## src/rtl/sample_capture_fifo.sv

```systemverilog
// Triggered, decimating sample capture into a first-word-fall-through FIFO.
// Provides a valid/ready read port, occupancy level, done and a sticky overrun flag.
module sample_capture_fifo #(
   parameter int WIDTH = 8,
   parameter int DEPTH = 16
) (
   input  logic                   clk,
   input  logic                   reset,
   input  logic [WIDTH-1:0]       s_data,
   input  logic                   s_valid,
   input  logic                   arm,
   input  logic                   trig_en,
   input  logic [WIDTH-1:0]       trig_value,
   input  logic [3:0]             decim,
   input  logic [7:0]             cap_len,
   output logic [WIDTH-1:0]       m_data,
   output logic                   m_valid,
   input  logic                   m_ready,
   output logic [$clog2(DEPTH):0] level,
   output logic [1:0]             state,
   output logic                   done,
   output logic                   overrun
);

   localparam int AW = $clog2(DEPTH);
   localparam logic [AW-1:0] PTR_ONE  = AW'(1);
   localparam logic [AW:0]   LVL_ONE  = (AW+1)'(1);
   localparam logic [AW:0]   LVL_FULL = (AW+1)'(DEPTH);

   typedef enum logic [1:0] {
      ST_IDLE    = 2'd0,
      ST_ARMED   = 2'd1,
      ST_CAPTURE = 2'd2,
      ST_DONE    = 2'd3
   } state_t;

   state_t           r_state;
   logic             r_trig_en;
   logic [WIDTH-1:0] r_trig_value;
   logic [3:0]       r_decim;
   logic [7:0]       r_cap_len;
   logic [3:0]       r_dec_cnt;
   logic [7:0]       r_cap_cnt;
   logic             r_overrun;

   logic [WIDTH-1:0] r_mem [DEPTH];
   logic [AW-1:0]    r_wr_ptr;
   logic [AW-1:0]    r_rd_ptr;
   logic [AW:0]      r_level;

   logic       w_trigger;
   logic       w_arm_ok;
   logic       w_take;
   logic       w_full;
   logic       w_wr;
   logic       w_rd;
   logic [7:0] w_cap_next;

   assign w_trigger  = s_valid && (!r_trig_en || (s_data == r_trig_value));
   assign w_arm_ok   = arm && ((r_state == ST_IDLE) || (r_state == ST_DONE));
   assign w_full     = (r_level == LVL_FULL);
   assign w_cap_next = r_cap_cnt + 8'd1;

   // A decimated sample is "taken" even when full; the drop only suppresses the write.
   assign w_take = ((r_state == ST_ARMED) && w_trigger && (r_cap_len != 8'd0)) ||
                   ((r_state == ST_CAPTURE) && s_valid && (r_dec_cnt == 4'd0));
   assign w_wr   = w_take && !w_full;
   assign w_rd   = (r_level != '0) && m_ready;

   always_ff @(posedge clk) begin
      if (reset) begin
         r_state      <= ST_IDLE;
         r_trig_en    <= 1'b0;
         r_trig_value <= '0;
         r_decim      <= 4'd0;
         r_cap_len    <= 8'd0;
         r_dec_cnt    <= 4'd0;
         r_cap_cnt    <= 8'd0;
         r_overrun    <= 1'b0;
      end else if (w_arm_ok) begin
         r_trig_en    <= trig_en;
         r_trig_value <= trig_value;
         r_decim      <= decim;
         r_cap_len    <= cap_len;
         r_dec_cnt    <= 4'd0;
         r_cap_cnt    <= 8'd0;
         r_overrun    <= 1'b0;
         r_state      <= ST_ARMED;
      end else begin
         if (w_take && w_full)
            r_overrun <= 1'b1;
         case (r_state)
            ST_ARMED: begin
               if (w_trigger) begin
                  if (r_cap_len == 8'd0) begin
                     r_state <= ST_DONE;
                  end else begin
                     r_cap_cnt <= 8'd1;
                     r_dec_cnt <= (r_decim == 4'd0) ? 4'd0 : 4'd1;
                     r_state   <= (r_cap_len == 8'd1) ? ST_DONE : ST_CAPTURE;
                  end
               end
            end
            ST_CAPTURE: begin
               if (s_valid) begin
                  r_dec_cnt <= (r_dec_cnt == r_decim) ? 4'd0 : r_dec_cnt + 4'd1;
                  if (r_dec_cnt == 4'd0) begin
                     r_cap_cnt <= w_cap_next;
                     if (w_cap_next == r_cap_len)
                        r_state <= ST_DONE;
                  end
               end
            end
            default: ;
         endcase
      end
   end

   always_ff @(posedge clk) begin
      if (reset || w_arm_ok) begin
         r_wr_ptr <= '0;
         r_rd_ptr <= '0;
         r_level  <= '0;
      end else begin
         if (w_wr)
            r_wr_ptr <= r_wr_ptr + PTR_ONE;
         if (w_rd)
            r_rd_ptr <= r_rd_ptr + PTR_ONE;
         case ({w_wr, w_rd})
            2'b10:   r_level <= r_level + LVL_ONE;
            2'b01:   r_level <= r_level - LVL_ONE;
            default: ;
         endcase
      end
   end

   // NOTE: storage is deliberately not reset; emptiness is tracked by r_level and m_data is masked.
   always_ff @(posedge clk) begin
      if (w_wr)
         r_mem[r_wr_ptr] <= s_data;
   end

   assign m_valid = (r_level != '0);
   assign m_data  = m_valid ? r_mem[r_rd_ptr] : '0;
   assign level   = r_level;
   assign state   = r_state;
   assign done    = (r_state == ST_DONE);
   assign overrun = r_overrun;

endmodule

```

## config.mk

```make
export PLATFORM = sky130hd
export DESIGN_NAME = sample_capture_fifo
export DESIGN_NICKNAME = d
export VERILOG_FILES = /design/src/rtl/sample_capture_fifo.sv
export SDC_FILE = /design/constraint.sdc
export NUM_CORES = 1
export LEC_CHECK = 0
export ABC_CLOCK_PERIOD_IN_PS = 3700
export CORE_UTILIZATION = 50
export CTS_CLUSTER_SIZE = 10
export DETAILED_ROUTE_END_ITERATION = 8
export DONT_BUFFER_PORTS = 1
export GPL_TIMING_DRIVEN = 0
export HOLD_SLACK_MARGIN = 0.06
export PLACE_DENSITY = 0.61
export SLEW_MARGIN = 25
export SYNTH_ARGS = -nofsm -noshare
export SYNTH_HDL_FRONTEND = slang
export SYNTH_SLANG_ARGS = --single-unit
```

## constraint.sdc

```tcl
create_clock -name clk -period 3.7 [get_ports clk]
set_clock_uncertainty 0.15 [all_clocks]
set_input_delay 0.555 -clock clk [delete_from_list [all_inputs] [get_ports clk]]
set_output_delay 0.555 -clock clk [all_outputs]
set_load 0.03 [all_outputs]
```

Word-level counts from Yosys, hierarchy flattened

Memory sizes are Yosys's and may differ from the RTL's. A register that Yosys moved wholly into a read port is not among the register bits.
Index checks and enable logic that the tools add are counted.

Mux-type cells: 25
Shift operators: 0
$mul: 0
Reduce and logical (&&, ||, !) cells: 29
Eq/ne operators: 19
Add/sub/neg operators: 6
Bitwise operators: 0
Div/mod/pow operators: 0
Order comparisons: 0

Operators with widths:

| cell                                                  | number |
|---|---|
| two-way mux 8 bit                                     | 5 |
| two-way mux 4 bit                                     | 6 |
| == test 8 bit                                         | 2 |
| case mux 8 bit (2 select lines)                       | 1 |
| AND reduction 5 bit                                   | 3 |
| adder 4 x 1 -> 4 bit, second input constant           | 3 |
| case mux 5 bit (2 select lines)                       | 1 |
| logical AND 1 bit                                     | 9 |
| adder 8 x 1 -> 8 bit, second input constant           | 1 |
| == test 8 x 1 -> 1 bit, second input constant         | 1 |
| zero test 4 bit                                       | 2 |
| zero test 8 bit                                       | 1 |
| two-way mux 2 bit                                     | 4 |
| case mux 4 bit (2 select lines)                       | 1 |
| nonzero test 8 bit                                    | 1 |
| == test 2 bit, second input constant                  | 3 |
| two-way mux 1 bit                                     | 6 |
| inequality test 2 bit, second input constant          | 3 |
| inequality test 3 x 2 -> 1 bit, second input constant | 2 |
| inequality test 3 bit, second input constant          | 2 |
| adder 5 x 1 -> 5 bit, second input constant           | 1 |
| == test 5 bit, second input constant                  | 1 |
| nonzero test 5 bit                                    | 1 |
| subtractor 5 x 1 -> 5 bit, second input constant      | 1 |
| 11 further kinds                                      | 18 |

ROM bits: 0
RAM bits: 128
Memories: 1
Bits in latches: 0
Input bits: 34
Output and inout port bits: 18
Register bits after elaboration: 49

Memory list:

| memory | words | bits a word | read ports | clocked after Yosys merged registers in | write ports | line | RTL |
|---|---|---|---|---|---|---|---|
| r_mem  | 16    | 8           | 1          | 1                                       | 1           | 46   | `logic [WIDTH-1:0] r_mem [DEPTH];` |

Depth between registers and ports, before layout

Gate-level depths: netlist of run 1.

Depth after elaboration: 9
Gate-level depth with buffers: 19
Gate-level depth less buffers: 17

Worst setup path before layout of run 1

Ideal clock, no wire load.

Path type: register to register
From: register r_state[1], in the netlist state[1]
To: register r_level[4], in the netlist level[4]
Path buffers: 2
Stages on the path, launching flop included: 19
Setup time: 128 ps
Required time: 3422 ps
Path slack: 167 ps
Arrival: 3256 ps
Period minus slack after synthesis: 3533 ps
Path through: dfxtp_1 -> ha_1 -> clkbuf_1 -> nand2_1 -> a2111oi_0 -> a31oi_1 -> o21ai_2 -> inv_1 -> ha_1 -> clkbuf_1 -> xor2_1 -> ha_1 -> a21oi_1 -> nor2b_1 -> o21ai_0 -> a21oi_1 -> o21bai_1 -> xor2_1 -> nor2_1

Longest elaborated chain between the ends: 7
Elaborated cells on any way between the ends: 17
Classes of those cells: 5 x eq/ne; 1 x mux; 11 x reduce/logical

Ends and longest elaborated chain:

| what                                                                         | line   | RTL |
|---|---|---|
| from (decl)                                                                  | 37     | `state_t r_state;` |
| from (signal assigned)                                                       | 100    | `r_state <= (r_cap_len == 8'd1) ? ST_DONE : ST_CAPTURE;` |
| == test 2 x 1 -> 1 bit / == test 2 bit (equally long branches)               | 65, 66 |  |
| logical AND 1 bit, on equally long branches (2 in series)                    | 65, 66 |  |
| logical OR 1 bit                                                             | 65     | `assign w_take = ((r_state == ST_ARMED) && w_trigger && (r_cap_len != 8'd0)) \|\|` |
| logical AND 1 bit                                                            | 67     | `assign w_wr = w_take && !w_full;` |
| == test 2 x 1 -> 1 bit / == test 2 bit (equally long branches)               | 129    | `case ({w_wr, w_rd})` |
| case mux 5 bit (2 select lines) / nonzero test 2 bit (equally long branches) | --     |  |
| to (signal assigned)                                                         | 130    | `2'b10: r_level <= r_level + LVL_ONE;` |
| to (signal assigned)                                                         | 131    | `2'b01: r_level <= r_level - LVL_ONE;` |
| to (decl)                                                                    | 49     | `logic [AW:0] r_level;` |

Several ways; a longest one is shown, not always the timed one.
A chain may end at the register's enable or synchronous reset.

==> summary.txt, run 1 <==
Run status
  • Status: finished clean

Global route
  • Antenna violations before repair: 1
  • Gr ovfl total: 0
  • Largest net degree at the start of global routing: 18
  • Global-route wire length before repair: 25.7 mm
  • Overall Global Routing Usage: 0.223
  • Vias in the first global route: 4,406

STA
  • Final Setup Violations: 0
  • Fin crit period: 3.49 ns
  • Slew Viols, Final: 0
  • Final Hold Viols: 0
  • Slew headroom: 0.429
  • Final hold slack: between 0.07 and 0.08 ns
  • RSZ-0062 raised after global routing: false
  • Fmax: 286 MHz
  • Final WS setup: 0.209 ns
  • Slew @ Worst Pin: 0.846 ns
  • Fin crit share: 0.943

Worst setup path
  • Setup crit end kind: primary output
  • Setup Crit Path Kind: reg -> out
  • Worst-path maximum fanout: 10
  • Critical Path AT: 2.79 ns
  • CP max stage delay: between 0.6 and 0.7 ns
  • CP required: 2.99 ns
  • Top cell by count, worst path: mux4_2
  • Critical Path Start Type: flop
  • WP buf/inv: 2
  • Slowest CP cell: mux4_2
  • Critical Path, Cell by Cell: clkbuf_1 -> buf_2 -> mux4_2 -> mux4_2 -> nor2b_1
  • Crit-path leading delay family: multiplexers

Cells and area
  • Final std cells w/o fill: 812
  • Layout area overhead: 15.7%
  • Core Util, Final: 0.592
  • Nets: 660
  • Final Cell Area: 9000 sq um
  • Fraction of layout instances using a drive strength above 1: 0.175
  • Most frequent cells in the layout: edfxtp_1 (128), nand2_1 (66), dfxtp_1 (47)
  • ANT cells: 0
  • Commonest non-fill, non-tap cell in the layout: edfxtp_1

Detailed routing
  • DRC Markers: 0
  • Iter 0 DRT Violations: 440
  • DRT Wirelength: ~17 mm
  • Via count: 4,647
  • Vias per cell: between 5 and 6
  • DRT antenna net count: 0
  • Wire length per cell: 21.0 microns
  • Drt pass-1 iters: 4

Clocking
  • CTS tree: built
  • Worst-Skew Late Latency: about 0.43 ns
  • # clock sinks: 181
  • H-tree level count: 4
  • Clock Pin Slew Worst Setup and Hold Paths: 0.06 ns
  • Max Buffers Root-to-Sink: 2
  • Num CTS Buffers: 17
  • Clk root buf: clkbuf_16

Logic synthesis
  • Seq/Total Area, Yosys: 0.631
  • Largest area contributor in the netlist: edfxtp_1
  • Synthesized area: 7780 sq um
  • Yosys warning count: 0
  • Syn_nets: 610
  • Synth area leaders: edfxtp_1 (49%), dfxtp_1 (14%), mux4_2 (12%)
  • Yosys cell types: 47
  • Mapped Avg Cell Area: around 14 sq um
  • Post-Syn Instances: 561
  • Top-area cell type share of the netlist area: 0.494
  • Yosys reg bits: 181

Floorplanning
  • Initial Util: 0.512
  • Die H: around 130 microns
  • Die width: 127 microns
  • Ports: 52
  • Core area: 15,200 sq um
  • # rows: 45
  • Die area: 16,100 sq um

Placed design
  • Port bufs: 0
  • # placed instances: 753
  • Post-place setup slack: -0.723 ns
  • Post-DP HPWL: 10.9 mm
  • GPL Wtd Cong: 0.829
  • Placed cell area: about 8100 sq um

Min path
  • Hold crit path type: in -> reg

Flow run
  • Max Cap Viol: 0

Power and ir drop
  • Lkg Pwr: 2.96 nW
  • Max VDD drop: around 330 uV
  • PD cells: 514 nW/um^2
## routing by layer
layer | global-route usage | vias up | wire (microns)
met5 | 0 | - | 0
met4 | 0.0854 | 0 | 290
met3 | 0.0527 | 21 | 1170
met2 | 0.332 | 125 | 7850
met1 | 0.320 | 2313 | 7720
li1 | - | 2188 | -
## cell families (layout without fill, tap and decap cells)
logic type / Yosys count / in the layout / share of synthesized area
flops: 181 / 181 / 0.631
simple gates: 164 / 164 / 0.103
fa+ha+maj: 15 / 15 / 0.0241
mux: 44 / 44 / 0.121
compound gates: 83 / 83 / 0.0644
buf+inv: 42 / 105 / 0.0209
xor+xnor: 32 / 32 / 0.0360
## per-stage QoR
step	power (mW)	setup TNS [ns]
2_1_floorplan	2.65	0
3_3_place_gp	2.73	-2.73
3_5_place_dp	2.75	-1.36
4_1_cts	4.63	0
5_1_grt	4.78	0
6_report	4.62	0
## cell type report
type                       instances  area (sq um)
clock inverter                    12           150
tap                              188           235
multi-input combinational        338          2760
timing repair buffer              33           318
buffer                            27           110
clock buffer                      20           467
inverter                          13          48.8
fill                            1190          6210
sequential                       181          4910
## path summary, 6_finish.rpt
kind         depth (start not counted)  slack [ns]             from               to
min                                  0        0.08        s_data[3]     r_mem[14][3]
max reg2reg                         17        0.31         state[0]         level[4]
min reg2reg                          2        0.32  r_trig_value[7]  r_trig_value[7]
max                                  5        0.21             flop        m_data[1]
## sequential cells by signal (all words and copies together) (netlist names), named ones only
name and flops:
level 5, overrun 1, r_cap_cnt 8, r_cap_len 8
r_dec_cnt 4, r_decim 4, r_mem 128, r_rd_ptr 4
r_trig_en 1, r_trig_value 8, r_wr_ptr 4, state 2
## cell usage after synthesis (all sizes together)
cell type    n
and2         2
o21a         1
nand2b       6
o31ai        1
a31oi       10
nor2b       16
a31o         1
clkbuf      24
xor2        23
dfxtp       53
and3         1
nor2        37
nand4        3
mux4        40
mux2i        4
edfxtp     128
or3          6
a21oi       37
or4          4
nand3        6
a21boi       1
o22ai        2
xnor2        9
o21bai       1
o21ai       19
a22oi        1
inv         13
a41oi        1
nor3         8
nor3b        2
and4         2
a2111oi      1
o41ai        1
nand2       66
buf          5
ha          15
a211oi       6
nor4         5
## report_power, final
part           internal (mW)  total [mW]  leakage, nW  switching (mW)
clock                   1.12        1.86        0.300           0.741
combinational          0.195       0.491         1.08           0.296
sequential              2.22        2.27         1.58          0.0581
## what timing repair did
action | CTS | global route
pin swaps | 1 | 0
endpoints found under the setup margin | 4 | 2
buffers inserted | 1 | 0
resized for setup | 10 | 7
hold endpoints to repair | 46 | 34
hold buffers | 20 | 8
(Power assumes the default switching activity.)
==> run 2: changes to the inputs <==
ABC_AREA = 1   (was unset)
CTS_CLUSTER_SIZE = 20   (was 10)
==> run 2 against run 1 <==
Critical endpoint is now m_data[4]. Die area grew 2.3%. Global-route usage rose by 3.0 points. Final area fell by 0.56%. Critical path depth grew 1. Final cell count rose by 29%. Clock-buffer cell count rose by 3. Wire length increased by 20%. Sequential cell count stayed put. Largest cell class unchanged.
==> summary.txt, run 2 <==
Run status
  • Status: finished clean (unchanged)

STA
  • Fin crit share: 0.964 (was 0.943)
  • Slew Viols, Final: 0 (unchanged)
  • Slew @ Worst Pin: 0.911 ns (was 0.846 ns)
  • Final Setup Violations: 0 (unchanged)
  • Fmax: 280 MHz (was 286 MHz)
  • Fin crit period: 3.57 ns (was 3.49 ns)
  • Final hold slack: 0.0728 ns (was 0.0779 ns)
  • Slew headroom: 0.390 (was 0.429)
  • RSZ-0062 raised after global routing: false (unchanged)
  • Final Hold Viols: 0 (unchanged)
  • Setup TNS: 0 ns (unchanged)

Clocking
  • Num CTS Buffers: 17 (unchanged)
  • Setup Buffers After CTS: 0 (was 1)
  • Clk root buf: clkbuf_16 (unchanged)
  • CTS tree: built (unchanged)
  • Worst-Skew Late Latency: 0.43 ns (about the same)
  • Clock Pin Slew Worst Setup and Hold Paths: 0.06 ns (about the same)
  • H-tree level count: 4 (unchanged)
  • Max Buffers Root-to-Sink: 2 (unchanged)
  • # clock sinks: 181 (unchanged)

Logic synthesis
  • Syn_nets: 843 (was 610)
  • Yosys cell types: 35 (was 47)
  • Post-synth ARST share: 0 (unchanged)
  • Ys flop type: edfxtp_1 (unchanged)
  • Synth Area in XOR/XNOR: 0.0187 (was 0.0360)
  • Yosys reg bits: 181 (unchanged)
  • Synth Area in Compound Gates: 0.127 (was 0.0644)
  • Synth area leaders: edfxtp_1 (48%), dfxtp_1 (13%), nor2_1 (6.7%) (was edfxtp_1 (49%), dfxtp_1 (14%), mux4_2 (12%))
  • Fraction of the mapped netlist area in simple logic gates: 0.169 (was 0.103)
  • Mux contribution to synthesized area: 0 (was 0.121)
  • Post-synth top cells: nor2_1 (142), edfxtp_1 (128), o21ai_0 (100) (was edfxtp_1 (128), nand2_1 (66), dfxtp_1 (53))
  • Mapped Avg Cell Area: 10.0 sq um (was 13.9 sq um)
  • Post-synthesis adder-cell area fraction: 0.0236 (was 0.0241)
  • Synthesized area: 7960 sq um (was 7780 sq um)
  • Top-count cell post-synth: nor2_1 (was edfxtp_1)
  • EDFF count, synth: 128 (unchanged)
  • Main combinational cell family by area after synthesis: simple AND/OR/NAND/NOR gates (was multiplexers)
  • Seq/Total Area, Yosys: 0.616 (was 0.631)
  • Top-area cell type share of the netlist area: 0.483 (was 0.494)
  • Yosys warning count: 0 (unchanged)
  • Largest area contributor in the netlist: edfxtp_1 (unchanged)
  • Post-Syn Instances: 794 (was 561)

Power and ir drop
  • Max VDD drop: 464 uV (was 334 uV)
  • Total power draw: 5.76 mW (was 4.62 mW)
  • Lkg Pwr: 3.26 nW (was 2.96 nW)
  • PD cells: 644 nW/um^2 (was 514 nW/um^2)

Floorplanning
  • Die area: 16,400 sq um (was 16,100 sq um)
  • Initial Util: 0.518 (was 0.512)
  • Core area: 15,400 sq um (was 15,200 sq um)
  • Die width: 128 microns (was 127 microns)
  • Die H: 128 microns (was 127 microns)
  • # rows: 45 (unchanged)
  • Ports: 52 (unchanged)

Detailed routing
  • Drt pass-1 iters: 5 (was 4)
  • Wire length per cell: 19.5 microns (was 21.0 microns)
  • Via count: 5,957 (was 4,647)
  • Iter 0 DRT Violations: 563 (was 440)
  • DRT antenna net count: 0 (unchanged)
  • DRC Markers: 0 (unchanged)
  • Vias per cell: 5.68 (was 5.72)
  • DRT Wirelength: 20.4 mm (was 17.0 mm)

Worst setup path
  • Critical Path AT: 2.86 ns (was 2.79 ns)
  • Critical Path Start Type: flop (unchanged)
  • Crit-path leading delay family: buffers and inverters (was multiplexers)
  • Setup Crit Path Kind: reg -> out (unchanged)
  • Slowest CP cell: a21oi_1 (was mux4_2)
  • Top cell by count, worst path: clkbuf_1 (was mux4_2)
  • WP buf/inv: 3 (was 2)
  • CP required: 2.99 ns (about the same)
  • Worst-path maximum fanout: 10 (unchanged)
  • CP max stage delay: 0.60 ns (was 0.61 ns)
  • Critical Path, Cell by Cell: clkbuf_1 -> inv_1 -> clkbuf_1 -> o221ai_1 -> nand3_1 -> a21oi_1 (was clkbuf_1 -> buf_2 -> mux4_2 -> mux4_2 -> nor2b_1)
  • Setup crit end kind: primary output (unchanged)

Global route
  • Gr ovfl total: 0 (unchanged)
  • Vias in the first global route: 5,758 (was 4,406)
  • Global-route wire length before repair: 30.6 mm (was 25.7 mm)
  • Overall Global Routing Usage: 0.253 (was 0.223)
  • Largest net degree at the start of global routing: 19 (was 18)
  • Antenna violations before repair: 0 (was 1)

Placed design
  • Port bufs: 0 (unchanged)
  • Post-DP HPWL: 13.6 mm (was 10.9 mm)
  • GPL Wtd Cong: 0.860 (was 0.829)

Cells and area
  • Most frequent cells in the layout: nor2_1 (142), edfxtp_1 (128), o21ai_0 (100) (was edfxtp_1 (128), nand2_1 (66), dfxtp_1 (47))
  • Fillers: 1,284 (was 1,190)
  • Commonest non-fill, non-tap cell in the layout: nor2_1 (was edfxtp_1)
  • Top reg by flops: r_mem (unchanged)
  • Max reg flops: 128 (unchanged)
  • Nets: 873 (was 660)
  • Layout area overhead: 12.4% (was 15.7%)
  • Fraction of layout instances using a drive strength above 1: 0.0765 (was 0.175)
  • ANT cells: 0 (unchanged)

Min path
  • Hold crit path type: in -> reg (unchanged)

Flow run
  • Max Cap Viol: 0 (unchanged)
==> run 2: cells by family after synthesis <==
family / after synthesis
AND/OR/NAND/NOR: 308
flip-flops: 181
AO/OA/AOI/OAI: 180
buffers and inverters: 93
XOR/XNOR: 17
adder cells (fa/ha/maj): 15
==> run 2: where the power goes <==
group / internal (mW) / switching [mW]
logic: 0.410 / 1.09
registers: 2.28 / 0.150
clock network: 1.07 / 0.765
total: 3.75 / 2.01
==> run 2: area by class of cell <==
type | instances | area [sq um] | share of cell area
plain buffers | 33 | 135 | 0.0151
clock buffers | 23 | 520 | 0.0582
clock inverters | 9 | 86.3 | 0.00965
inverters | 60 | 225 | 0.0252
multi-input cells | 520 | 2700 | 0.302
flip-flops and latches | 181 | 4900 | 0.548
well taps | 211 | 264 | 0.0295
repair buffers | 11 | 110 | 0.0123
==> run 2: through the flow <==
step           utilization  area, sq um  instances  worst slack (ns)
2_1_floorplan            -         7960        794             0.837
3_3_place_gp         0.535         8220       1005             0.491
3_5_place_dp         0.535         8220       1005             0.314
4_1_cts              0.576         8850       1039             0.136
5_1_grt              0.582         8950       1048            0.0228
6_report             0.582         8950       1048             0.134
==> run 2: worst paths after layout <==
| check | from | end | slack (ns) | cells after the start |
|---|---|---|---|---|
| worst min-delay path | s_data[1] | r_mem[10][1] | 0.07 | 0 |
| worst min register to register | r_trig_value[3] | r_trig_value[3] | 0.33 | 2 |
| worst max-delay path | flop | m_data[4] | 0.13 | 6 |
| worst max register to register | state[0] | level[4] | 0.38 | 19 |
==> run 2: repair_timing <==
action / in CTS / in global routing
setup endpoints to repair: 0 / 1
gates resized for setup: 0 / 1
hold buffers: 2 / 9
hold endpoints to repair: 2 / 74
==> run 2: layer usage <==
layer | up-vias | global-route usage | share of wire
met5 | - | 0 | 0
met4 | 0 | 0.111 | 0.031
met3 | 46 | 0.0647 | 0.074
met2 | 247 | 0.430 | 0.49
met1 | 2856 | 0.304 | 0.41
li1 | 2808 | - | -
